`src/rtl/ceu_route_ctrl_pkg.sv`:
```
// Shared route types for the CEU data switch route scheduler.
// Holds the route word width, the reset route pattern and the per-region FSM encoding.
package ceu_route_ctrl_pkg;

   localparam int ROUTE_BITS = 14;

   typedef logic [ROUTE_BITS-1:0] route_t;

   localparam route_t RST_ROUTE_BASE = 14'b01001111111100;

   typedef enum logic {
      S_IDLE   = 1'b0,
      S_ACTIVE = 1'b1
   } slot_state_t;

   // Region index lands in bits [11:10] of the reset route.
   function automatic route_t reset_route(input int idx);
      route_t r;
      r        = RST_ROUTE_BASE;
      r[11:10] = idx[1:0];
      return r;
   endfunction

endpackage

```
`src/rtl/ceu_route_slot.sv`:
```
// One region's route slot: packet-boundary tracker, single pending update,
// wait timer and sticky timeout flag.
module ceu_route_slot
   import ceu_route_ctrl_pkg::*;
#(
   parameter int IDX            = 0,
   parameter int TIMEOUT_CYCLES = 4096
) (
   input  logic                  aclk,
   input  logic                  aresetn,
   input  logic                  wr,
   input  logic [ROUTE_BITS-1:0] wr_route,
   input  logic                  tvalid,
   input  logic                  tready,
   input  logic                  tlast,
   input  logic                  err_clr,
   output logic [ROUTE_BITS-1:0] route,
   output logic                  pkt_active,
   output logic                  upd_pending,
   output logic                  to_err
);

   localparam int             TW        = $clog2(TIMEOUT_CYCLES + 1);
   localparam logic [TW-1:0]  T_MAX     = TW'(TIMEOUT_CYCLES);
   localparam route_t         RST_ROUTE = reset_route(IDX);

   slot_state_t   state;
   logic          hs;
   logic          idle_next;
   logic          apply;
   logic          to_set;
   logic [TW-1:0] timer;
   route_t        pend_route;

   assign hs         = tvalid & tready;
   assign idle_next  = ((state == S_IDLE) && !(hs && !tlast)) ||
                       ((state == S_ACTIVE) && hs && tlast);
   assign apply      = upd_pending & idle_next;
   // Timeout fires once, on the step into saturation, so err_clr can clear it while still stalled.
   assign to_set     = upd_pending & ~apply & (timer == T_MAX - 1'b1);
   assign pkt_active = (state == S_ACTIVE);

   always_ff @(posedge aclk or negedge aresetn) begin
      if (!aresetn) begin
         state       <= S_IDLE;
         upd_pending <= 1'b0;
         timer       <= '0;
         to_err      <= 1'b0;
         route       <= RST_ROUTE;
      end else begin
         case (state)
            S_IDLE:   if (hs && !tlast) state <= S_ACTIVE;
            S_ACTIVE: if (hs && tlast)  state <= S_IDLE;
            default:  state <= S_IDLE;
         endcase

         if (apply) begin
            route       <= pend_route;
            upd_pending <= 1'b0;
            timer       <= '0;
         end else if (wr) begin
            upd_pending <= 1'b1;
            timer       <= '0;
         end else if (upd_pending && (timer != T_MAX)) begin
            timer <= timer + 1'b1;
         end

         if (to_set)       to_err <= 1'b1;
         else if (err_clr) to_err <= 1'b0;
      end
   end

   // Only read while upd_pending is set, so it needs no reset.
   always_ff @(posedge aclk) begin
      if (wr) pend_route <= wr_route;
   end

endmodule

```
`src/rtl/ceu_route_ctrl.sv`:
```
// Route scheduler top: decodes control-plane route updates and hands them
// to per-region slots that apply them only at packet boundaries.
module ceu_route_ctrl
   import ceu_route_ctrl_pkg::*;
#(
   parameter int N_ID           = 4,
   parameter int ID_BITS        = (N_ID > 1) ? $clog2(N_ID) : 1,
   parameter int TIMEOUT_CYCLES = 4096
) (
   input  logic                         aclk,
   input  logic                         aresetn,
   input  logic                         cfg_valid,
   output logic                         cfg_ready,
   input  logic [ID_BITS-1:0]           cfg_id,
   input  logic [ROUTE_BITS-1:0]        cfg_route,
   output logic                         cfg_err,
   input  logic [N_ID-1:0]              mon_tvalid,
   input  logic [N_ID-1:0]              mon_tready,
   input  logic [N_ID-1:0]              mon_tlast,
   output logic [N_ID*ROUTE_BITS-1:0]   route_out,
   output logic [N_ID-1:0]              pkt_active,
   output logic [N_ID-1:0]              upd_pending,
   output logic [N_ID-1:0]              to_err,
   input  logic [N_ID-1:0]              err_clr
);

   logic [N_ID-1:0] wr;
   logic            id_ok;

   // Out-of-range ids are always accepted so the control plane never stalls on them.
   always_comb begin
      wr        = '0;
      id_ok     = 1'b0;
      cfg_ready = 1'b1;
      for (int i = 0; i < N_ID; i++) begin
         if (cfg_id == ID_BITS'(i)) begin
            id_ok = 1'b1;
            if (upd_pending[i]) cfg_ready = 1'b0;
         end
      end
      for (int i = 0; i < N_ID; i++) begin
         wr[i] = cfg_valid & cfg_ready & (cfg_id == ID_BITS'(i));
      end
   end

   always_ff @(posedge aclk or negedge aresetn) begin
      if (!aresetn) cfg_err <= 1'b0;
      else          cfg_err <= cfg_valid & ~id_ok;
   end

   for (genvar i = 0; i < N_ID; i++) begin : g_slot
      ceu_route_slot #(
         .IDX            (i),
         .TIMEOUT_CYCLES (TIMEOUT_CYCLES)
      ) u_slot (
         .aclk        (aclk),
         .aresetn     (aresetn),
         .wr          (wr[i]),
         .wr_route    (cfg_route),
         .tvalid      (mon_tvalid[i]),
         .tready      (mon_tready[i]),
         .tlast       (mon_tlast[i]),
         .err_clr     (err_clr[i]),
         .route       (route_out[i*ROUTE_BITS +: ROUTE_BITS]),
         .pkt_active  (pkt_active[i]),
         .upd_pending (upd_pending[i]),
         .to_err      (to_err[i])
      );
   end

endmodule

```
`config.mk`:
```
export PLATFORM = sky130hd
export DESIGN_NAME = ceu_route_ctrl
export DESIGN_NICKNAME = d
export VERILOG_FILES = /design/src/rtl/ceu_route_ctrl_pkg.sv /design/src/rtl/ceu_route_slot.sv /design/src/rtl/ceu_route_ctrl.sv
export SDC_FILE = /design/constraint.sdc
export NUM_CORES = 1
export LEC_CHECK = 0
export ABC_AREA = 1
export BUFFER_PORTS_ARGS = -buffer_cell sky130_fd_sc_hd__buf_2
export CORE_ASPECT_RATIO = 0.75
export CORE_MARGIN = 10
export CORE_UTILIZATION = 35
export DETAILED_ROUTE_END_ITERATION = 10
export SLEW_MARGIN = 25
export SYNTH_ARGS = -nofsm -noshare
export SYNTH_HDL_FRONTEND = slang
export SYNTH_HIERARCHICAL = 1
export SYNTH_SLANG_ARGS = --single-unit
```
`constraint.sdc`:
```
create_clock -name aclk -period 6.39 [get_ports aclk]
set_input_delay 1.5975 -clock aclk [delete_from_list [all_inputs] [get_ports aclk]]
set_output_delay 1.5975 -clock aclk [all_outputs]
set_load 0.05 [all_outputs]
```
Yosys cells after proc, flatten, opt, wreduce, memory -nomap -nowiden
Cells that the tools add are included.
{"block": "op_classes", "add_sub_neg": 4, "eq_ne": 11, "mux": 52, "bitwise_logic": 31, "reduce_logical": 49}
{"cell": "$mux 13", "n": 12}
{"cell": "$add 13x1->13 const B", "n": 4}
{"cell": "$eq 13x12->1 const B", "n": 4}
{"cell": "$ne 13x13->1 const B", "n": 4}
{"cell": "$mux 1", "n": 36}
{"cell": "$logic_and 1x1->1", "n": 24}
{"cell": "$and 1x1->1", "n": 22}
{"cell": "$reduce_bool 2->1", "n": 8}
{"cell": "$reduce_bool 3->1", "n": 4}
{"cell": "$not 1->1", "n": 9}
{"cell": "$logic_not 1->1", "n": 8}
{"cell": "$pmux 1 s2", "n": 4}
{"cell": "$eq 2x2->1 const B", "n": 2}
{"cell": "$logic_or 1x1->1", "n": 4}
{"cell": "$eq 2x1->1 const B", "n": 1}
{"cell": "$logic_not 2->1", "n": 1}
{"block": "word_totals", "register_bits": 177, "output_inout_bits": 70, "elab_cells": 172}

Depth between registers and ports, before layout
Gate-level depths: netlist (run 1).
{"block": "depth", "depth_word": 12, "ltp_mapped": 11, "mapped_depth_nobuf": 11}

By module
Netlist (run 1), hierarchy kept.
{"module": "ceu_route_slot (g_slot[1].u_slot ...)", "n_inst": 2, "cells_per_inst": 228, "area_per_inst_um2": 2105.8}
{"module": "ceu_route_slot (g_slot[3].u_slot)", "n_inst": 1, "cells_per_inst": 228, "area_per_inst_um2": 2107.0}
{"module": "ceu_route_slot (g_slot[0].u_slot)", "n_inst": 1, "cells_per_inst": 228, "area_per_inst_um2": 2104.5}
{"module": "ceu_route_ctrl", "n_inst": 1, "cells_per_inst": 21, "area_per_inst_um2": 108.9}

Worst setup path before layout (run 1)
OpenSTA, ideal clock, no wires.
{"block": "synth_timing", "path_kind": "input to register", "from": "input port cfg_id[0]", "to": "register g_slot[3].u_slot.timer[0]", "setup_ps": 118, "arrival_ps": 3970, "t_required_ps": 6272, "slack_ps": 2302, "path_stages": 11, "path_buffers": 0, "cell_sequence": "inv_2 -> nand3_1 -> nand2_1 -> nor2_2 -> nand2_2 -> nor2_1 -> inv_1 -> nand2_1 -> nor2_2 -> nand2_1 -> o21ai_2"}
{"block": "synth_via", "elab_chain_cells": 12, "word_cells_on_any_way": 16, "cone_classes": "3 x eq/ne; 9 x mux; 2 x bitwise; 2 x reduce/logical"}
{"element": "start, declared", "line_no": "ceu_route_ctrl.sv:14", "rtl": "input logic [ID_BITS-1:0] cfg_id,"}
{"element": "$logic_not 2->1", "line_no": "ceu_route_ctrl.sv:36", "rtl": "if (cfg_id == ID_BITS'(i)) begin"}
{"element": "$mux 1", "line_no": "ceu_route_ctrl.sv:36"}
{"element": "$mux 1", "line_no": "ceu_route_ctrl.sv:38", "rtl": "if (upd_pending[i]) cfg_ready = 1'b0;"}
{"element": "$mux 1", "line_no": "ceu_route_ctrl.sv:36"}
{"element": "$mux 1", "line_no": "ceu_route_ctrl.sv:38"}
{"element": "$mux 1", "line_no": "ceu_route_ctrl.sv:36"}
{"element": "$mux 1", "line_no": "ceu_route_ctrl.sv:38"}
{"element": "$mux 1 (*)", "line_no": "ceu_route_ctrl.sv:36"}
{"element": "named net cfg_ready", "line_no": "ceu_route_ctrl.sv:13", "rtl": "output logic cfg_ready,"}
{"element": "$and 1x1->1 (*) (2 in series)", "line_no": "ceu_route_ctrl.sv:42", "rtl": "wr[i] = cfg_valid & cfg_ready & (cfg_id == ID_BITS'(i));"}
{"element": "named net wr[3]", "line_no": "ceu_route_ctrl.sv:27", "rtl": "logic [N_ID-1:0] wr;"}
{"element": "$mux 13", "line_no": "ceu_route_slot.sv:61", "rtl": "end else if (wr) begin"}
{"element": "$mux 13", "line_no": "ceu_route_slot.sv:57", "rtl": "if (apply) begin"}
{"element": "end signal, assigned", "line_no": "ceu_route_slot.sv:65", "rtl": "timer <= timer + 1'b1;"}
{"element": "end, declared", "line_no": "ceu_route_slot.sv:32", "rtl": "logic [TW-1:0] timer;"}
Mark *: on every way through the listed nets, which the timed path passes. The rest lies on a longest branch.
A chain may end at the register's enable or synchronous reset.

Final worst setup path (run 1)
{"block": "layout_timing", "from": "input port cfg_id[0]", "to": "output port cfg_ready"}
{"block": "layout_via", "elab_chain_cells": 8, "word_cells_on_any_way": 11, "cone_classes": "3 x eq/ne; 7 x mux; 1 x reduce/logical"}
{"element": "$logic_not 2->1", "line_no": "ceu_route_ctrl.sv:36"}
{"element": "$mux 1", "line_no": "ceu_route_ctrl.sv:36"}
{"element": "$mux 1", "line_no": "ceu_route_ctrl.sv:38"}
{"element": "$mux 1", "line_no": "ceu_route_ctrl.sv:36"}
{"element": "$mux 1", "line_no": "ceu_route_ctrl.sv:38"}
{"element": "$mux 1", "line_no": "ceu_route_ctrl.sv:36"}
{"element": "$mux 1", "line_no": "ceu_route_ctrl.sv:38"}
{"element": "$mux 1 (*)", "line_no": "ceu_route_ctrl.sv:36"}
{"element": "end, declared", "line_no": "ceu_route_ctrl.sv:13"}
Every way passes the cells marked *; elsewhere a longest branch is shown, timed or not.

==> flow_summary.ini, run 1 <==
[routing]
drt_pre_antenna_iters = 4
vias_per_cell = 4.60
avgRoutedWirePerCell_um = 14.9
ant_nets = 0
route.final.wire_length_um = 20500
drt_first_iter_violations = 469
drc = 0
number_of_vias_after_detailed_routing = 6352

[clock_tree]
cts_tree = yes
clock_tree_root_buffer_cell = sky130_fd_sc_hd__clkbuf_16
postCtsResizedCells = 0
cts_buffers = 17
htreeDepth = 4
cts_num_sinks = 177
cts_buffer_depth = 2
clk_latency_ns = 0.43
cts_hold_buffers = 0
cts_setup_buffers = 0
clk_pin_slew_worst_paths_ns = 0.07

[cells_and_area]
post_route_cells_drive_above_1_share_pct = 27.3
nets = 1080
antenna-diode-count = 0
syn_to_final_growth_pct = 16.2

[placed_design]
portBuffers = 104
hpwlAfterDp_um = 14300
gp_routability_congestion = 0.809

[die]
io-pin-count = 105
floorplan.initialDensity_pct = 35.6
placementRows = 49
design.die.area_sq_um = 31100
fp.dieH_um = 155
coreArea_sq_um = 24000
dieWidth_um = 200

[timing]
hold-worst-slack_ns = 0.446
finalHoldViolations = 0
period_needed_ns = 3.90
grt_setup_unrepaired = no
finalSetupTns_ns = 0
timing.final.setup_violations = 0
period_share_pct = 61.1
timing.slew.headroom_pct = 52.0
final.setup_skew_ns = 0.00978
slew_violations = 0
slew_at_the_pin_closest_to_its_max_slew_limit_ns = 0.720
timing.fmax_mhz = 256

[global_route]
grt_start_max_net_pins = 74
antenna_violations_before_repair = 0
first_global_vias = 6128
grt_util_all_layers_pct = 13.3
gr-total-overflow = 0
global_route_wire_length_before_repair_um = 33200

[synthesis]
most_repeated_cell_in_the_gate_level_netlist_after_synthesis = sky130_fd_sc_hd__nand2_1
yosys-top-cells-area = sky130_fd_sc_hd__dfrtp_1 (24%), sky130_fd_sc_hd__edfxtp_1 (20%), sky130_fd_sc_hd__nand2_1 (15%), sky130_fd_sc_hd__dfstp_2 (12%), sky130_fd_sc_hd__nand3_1 (5.6%)
mappedNetlistNets = 976
synth_cells = 933
yosysWarnings = 6
netlist-cell-type-count = 29
post_synth_instance_area_sq_um = 8530
synth_edf_count = 56
synth_ff_type = sky130_fd_sc_hd__dfrtp_1
netlist.area_leader.share_pct = 23.8
synth_area_leader_cell = sky130_fd_sc_hd__dfrtp_1
synth_top_cells_by_count = sky130_fd_sc_hd__nand2_1 (350), sky130_fd_sc_hd__nand3_1 (95), sky130_fd_sc_hd__dfrtp_1 (81)
post_synth.cell_area_avg_sq_um = 9.14
postSynthRegisterBits = 177
yosysSeqAreaShare_pct = 55.8
asyncSetResetFlopFracSynth_pct = 68.4

[setup_path]
cpPeakStageDelay_ns = 0.28
worst_path_most_repeated_cell = sky130_fd_sc_hd__buf_2
worst_path_max_delay_cell = sky130_fd_sc_hd__buf_2
worstPathMaxFanout = 6
critical_path.endpoint_type = output pin
setup.worst_path.class = primary input to output pin
worst_setup_path_start_kind = primary input
worst_ep_required_time_ns = 4.79
worstPathArrival_ns = 2.31
cp_cell_sequence = buf_2, inv_2, nand3_1, nand2_1, nor2_2, buf_2

[status]
outcome = complete, no violations

[power_and_ir_drop]
cellPowerDensity_nw_per_um2 = 382
vdd_ir_drop_max_mv = 0.190
power.static_leakage_uw = 0.00460

[run]
max_cap_violations = 0

[min_path]
min_path_type = flip-flop to flip-flop
routing by layer:
| metal | global-route usage [%] | routed length [um] | part of all wire, % | vias to the layer above |
|---|---|---|---|---|
| met4 | 2.59 | 102 | 0.50 | 0 |
| met1 | 18.0 | 10100 | 49 | 3019 |
| met3 | 3.28 | 861 | 4.2 | 11 |
| met2 | 21.3 | 9530 | 46 | 113 |
| met5 | 0 | 0 | 0 | - |
| li1 | - | - | - | 3209 |
critical path, delay by kind of cell:
kind	cells	cell delay [ns]
buffers and inverters	3	0.46
and+or+nand+nor	3	0.25
cell usage in the layout (no fill, tap or decap), types with 5 or more instances in the layout:
cell type,n
sky130_fd_sc_hd__inv_6,5
sky130_fd_sc_hd__clkbuf_16,17
sky130_fd_sc_hd__nor2_4,8
sky130_fd_sc_hd__dfrtp_1,81
sky130_fd_sc_hd__o21ai_2,20
sky130_fd_sc_hd__nand3_1,95
sky130_fd_sc_hd__nor2_2,17
sky130_fd_sc_hd__ha_1,8
sky130_fd_sc_hd__inv_2,17
sky130_fd_sc_hd__inv_1,62
sky130_fd_sc_hd__nand4_1,20
sky130_fd_sc_hd__nand3_2,8
sky130_fd_sc_hd__nand2_4,12
sky130_fd_sc_hd__buf_2,103
sky130_fd_sc_hd__nand2_2,5
sky130_fd_sc_hd__o21ai_0,8
sky130_fd_sc_hd__dfstp_2,40
sky130_fd_sc_hd__buf_4,5
sky130_fd_sc_hd__nor2_1,69
sky130_fd_sc_hd__edfxtp_1,56
sky130_fd_sc_hd__nand2_1,350
through the flow:
step	std cells	util, %	power, uW	setup slack, ns	cell area [sq um]
finish	1381	41.4	3790	2.49	9910
floorplan	933	-	2510	2.30	8530
global placement	1349	38.9	2790	2.48	9340
detailed placement	1349	38.9	2810	2.48	9340
CTS	1381	41.3	3840	2.48	9910
global route	1381	41.4	3990	2.40	9910
kinds of logic (layout without fill, tap and decap cells):
family / Yosys count / after routing / synth area share [%]
other cells: 1 / 1 / 0.0440
fa+ha+maj: 8 / 8 / 1.17
compound gates: 36 / 36 / 3.58
flops: 177 / 177 / 55.8
buf+inv: 103 / 220 / 5.59
simple gates: 608 / 608 / 33.8
area by class of cell:
class | instances | area (sq um)
clock buffer | 18 | 429
clock inverter | 14 | 145
fill | 2407 | 14100
inverter | 79 | 297
multi-input combinational | 653 | 3310
sequential | 177 | 4760
tap | 331 | 414
timing repair buffer | 109 | 564
report_power, final:
part	internal [uW]	leakage, uW	total (uW)	switching (uW)
combinational	273	0.00231	1190	912
clock	550	0.000272	1020	473
sequential	1440	0.00202	1580	146
path summary, 6_finish.rpt:
| kind | startpoint | to | slack [ns] | cells past startpoint |
|---|---|---|---|---|
| max in group asynchronous | aresetn | g_slot[1].u_slot/route[3]$_DFFE_PN1P_ | 4.11 | 2 |
| min in group asynchronous | aresetn | g_slot[2].u_slot/pkt_active$_DFF_PN0_ | 1.17 | 1 |
| max | cfg_id[0] | cfg_ready | 2.49 | 6 |
| min reg2reg | g_slot[3].u_slot/pend_route[13]$_DFFE_PP_ | g_slot[3].u_slot/route[13]$_DFFE_PN0P_ | 0.45 | 2 |
| max reg2reg | g_slot[1].u_slot/upd_pending$_DFFE_PN0P_ | g_slot[0].u_slot/timer[10]$_DFFE_PN0P_ | 4.09 | 11 |
| min | g_slot[3].u_slot/pend_route[13]$_DFFE_PP_ | g_slot[3].u_slot/route[13]$_DFFE_PN0P_ | 0.45 | 2 |
flip-flops by register name, indices dropped and copies added, names as in the netlist:
signal,flops
g_slot.u_slot/pkt_active,4
cfg_err,1
g_slot.u_slot/timer,52
g_slot.u_slot/upd_pending,4
g_slot.u_slot/route,56
g_slot.u_slot/to_err,4
g_slot.u_slot/pend_route,56
No activity file was read; power rests on OpenSTA's default activity.
==> run 2: changes to the inputs <==
clock period = 3.47 ns   (was 6.39 ns; I/O delays follow)
==> flow_summary.ini, run 2 (synthesis results as in run 1) <==
[status]
outcome = complete, no violations

[routing]
ant_nets = 0
drc = 0
vias_per_cell = 4.60
drt_first_iter_violations = 467
avgRoutedWirePerCell_um = 14.9
drt_pre_antenna_iters = 5
route.final.wire_length_um = 20700
number_of_vias_after_detailed_routing = 6365

[clock_tree]
cts_setup_buffers = 0
cts_buffers = 17
clk_pin_slew_worst_paths_ns = 0.06
cts_num_sinks = 177
postCtsResizedCells = 0
cts_buffer_depth = 2
clk_latency_ns = 0.43
htreeDepth = 4
cts_tree = yes
cts_hold_buffers = 0
clock_tree_root_buffer_cell = sky130_fd_sc_hd__clkbuf_16

[setup_path]
worstSetupStartpoint = g_slot[2].u_slot/upd_pending$_DFFE_PN0P_
r2r-end = g_slot[1].u_slot/timer[1]$_DFFE_PN0P_
setup.worst_path.class = flip-flop to output pin
crit_path_end = cfg_ready
worst_setup_path_start_kind = flip-flop
reg2reg_setup_slack_ns = 1.10
worstReg2RegStart = g_slot[2].u_slot/upd_pending$_DFFE_PN0P_
reg2reg_depth = 10
critical_path.endpoint_type = output pin
worst_ep_required_time_ns = 2.60
worstPathArrival_ns = 1.70
worstPathMaxFanout = 11

[power_and_ir_drop]
p_clk_share_pct = 27.6
power.net_switching_uw = 2770
cellPowerDensity_nw_per_um2 = 708
post-layout-total-power_uw = 7060
vdd_ir_drop_max_mv = 0.329
p_sw_share_pct = 39.2
power.static_leakage_uw = 0.00462
intPower_uw = 4290
power.share.combinational_pct = 31.1
pwr-share-seq_pct = 41.3

[placed_design]
portBuffers = 104
dpl_worst_slack_ns = 0.751
place_inst = 1352
gp_routability_congestion = 0.812
hpwlAfterDp_um = 14700

[timing]
final.setup_skew_ns = 0.0100
timing.final.setup_violations = 0
grt_setup_unrepaired = no
slew_at_the_pin_closest_to_its_max_slew_limit_ns = 0.685
finalHoldViolations = 0
finalSetupTns_ns = 0
setup_slack_ns = 0.905
period_needed_ns = 2.56
hold-worst-slack_ns = 0.372
slew_violations = 0
period_share_pct = 73.9
timing.slew.headroom_pct = 54.3
timing.fmax_mhz = 390

[die]
coreArea_sq_um = 24000
placementRows = 49
fp.dieH_um = 155
dieWidth_um = 200
floorplan.initialDensity_pct = 35.6
io-pin-count = 105
design.die.area_sq_um = 31100

[global_route]
grt_util_all_layers_pct = 13.6
grt_use_met2_pct = 21.1
gr-total-overflow = 0
global_route_wire_length_before_repair_um = 33900
first_global_vias = 6245
grt_start_max_net_pins = 52
antenna_violations_before_repair = 0
gr-max-usage-layer = met2
globalRouteMet1Util_pct = 18.6
gr-usage-met3_pct = 3.15

[cells_and_area]
register_area_sq_um = 4760
fillers = 2346
stdcell_count = 1384
syn_to_final_growth_pct = 16.9
layout.cells.most_common = sky130_fd_sc_hd__nand2_1
nets = 1083
antenna-diode-count = 0
top_library_cells_by_usage_in_the_layout_fill_and_taps_aside = sky130_fd_sc_hd__nand2_1 (350), sky130_fd_sc_hd__buf_2 (103), sky130_fd_sc_hd__nand3_1 (95), sky130_fd_sc_hd__dfrtp_1 (81), sky130_fd_sc_hd__nor2_1 (69)
largestRegisters = g_slot.u_slot/pend_route: 56 flops, g_slot.u_slot/route: 56 flops, g_slot.u_slot/timer: 52 flops
post_route_cells_drive_above_1_share_pct = 27.4
multiInputGateArea_sq_um = 3310

[min_path]
min_path_type = primary input to async pin

[run]
max_cap_violations = 0
-- run 2: cell types whose count changed in the layout (fill, tap and decap cells not counted), moves of 2 or more --
cell	delta
sky130_fd_sc_hd__inv_6	-5
sky130_fd_sc_hd__buf_4	+3
sky130_fd_sc_hd__clkinvlp_4	+3
sky130_fd_sc_hd__bufinv_16	+2
sky130_fd_sc_hd__inv_8	-2
-- run 2: routing by layer --
metal,share of wire [%],wire [um]
met2,45,9400
met3,4.3,884
met1,49,10200
met5,0,0
met4,0.93,192
-- run 2: how the worst min path moves through the flow --
stage | startpoint | endpoint | slack (ns) | cells after the start
2_1_floorplan | g_slot[0].u_slot/pend_route[0]$_DFFE_PP_ | g_slot[0].u_slot/route[0]$_DFFE_PN0P_ | 0.43 | 2
3_3_place_gp | g_slot[1].u_slot/pend_route[5]$_DFFE_PP_ | g_slot[1].u_slot/route[5]$_DFFE_PN1P_ | 0.43 | 2
3_5_place_dp | g_slot[3].u_slot/pend_route[0]$_DFFE_PP_ | g_slot[3].u_slot/route[0]$_DFFE_PN0P_ | 0.43 | 2
4_1_cts | aresetn | g_slot[0].u_slot/timer[11]$_DFFE_PN0P_ | 0.37 | 1
5_1_grt | aresetn | g_slot[2].u_slot/route[0]$_DFFE_PN0P_ | 0.38 | 1
6_report | aresetn | g_slot[2].u_slot/route[0]$_DFFE_PN0P_ | 0.37 | 1
-- run 2: per-stage QoR --
| stage | util [%] | instance area [sq um] |
|---|---|---|
| after detailed placement | 39.1 | 9370 |
| final | 41.6 | 9970 |
| after floorplan | - | 8530 |
| after global placement | 39.1 | 9370 |
| after CTS | 41.6 | 9970 |
| after global routing | 41.6 | 9970 |
-- run 2: final cells by class --
class	count	area share [%]
clock buffer	19	4.34
clock inverter	13	1.67
inverter	79	2.97
multi-input combinational	653	33.2
sequential	177	47.7
tap	331	4.15
timing repair buffer	112	5.97
-- run 2: critical path, stage by stage (launching register included) --
cell	delay, ns
sky130_fd_sc_hd__dfrtp_1	0.59
sky130_fd_sc_hd__nand3_1	0.19
sky130_fd_sc_hd__nand2_1	0.07
sky130_fd_sc_hd__nor2_2	0.14
sky130_fd_sc_hd__buf_2	0.28
-- run 2: power groups by stage --
stage	Sequential (uW)	Clock, uW	Combinational [uW]
floorplan	3840	0	778
global placement	2950	0	2210
detailed placement	2950	0	2230
CTS	2920	2010	2230
global route	2960	2100	2370
finish	2910	1950	2200
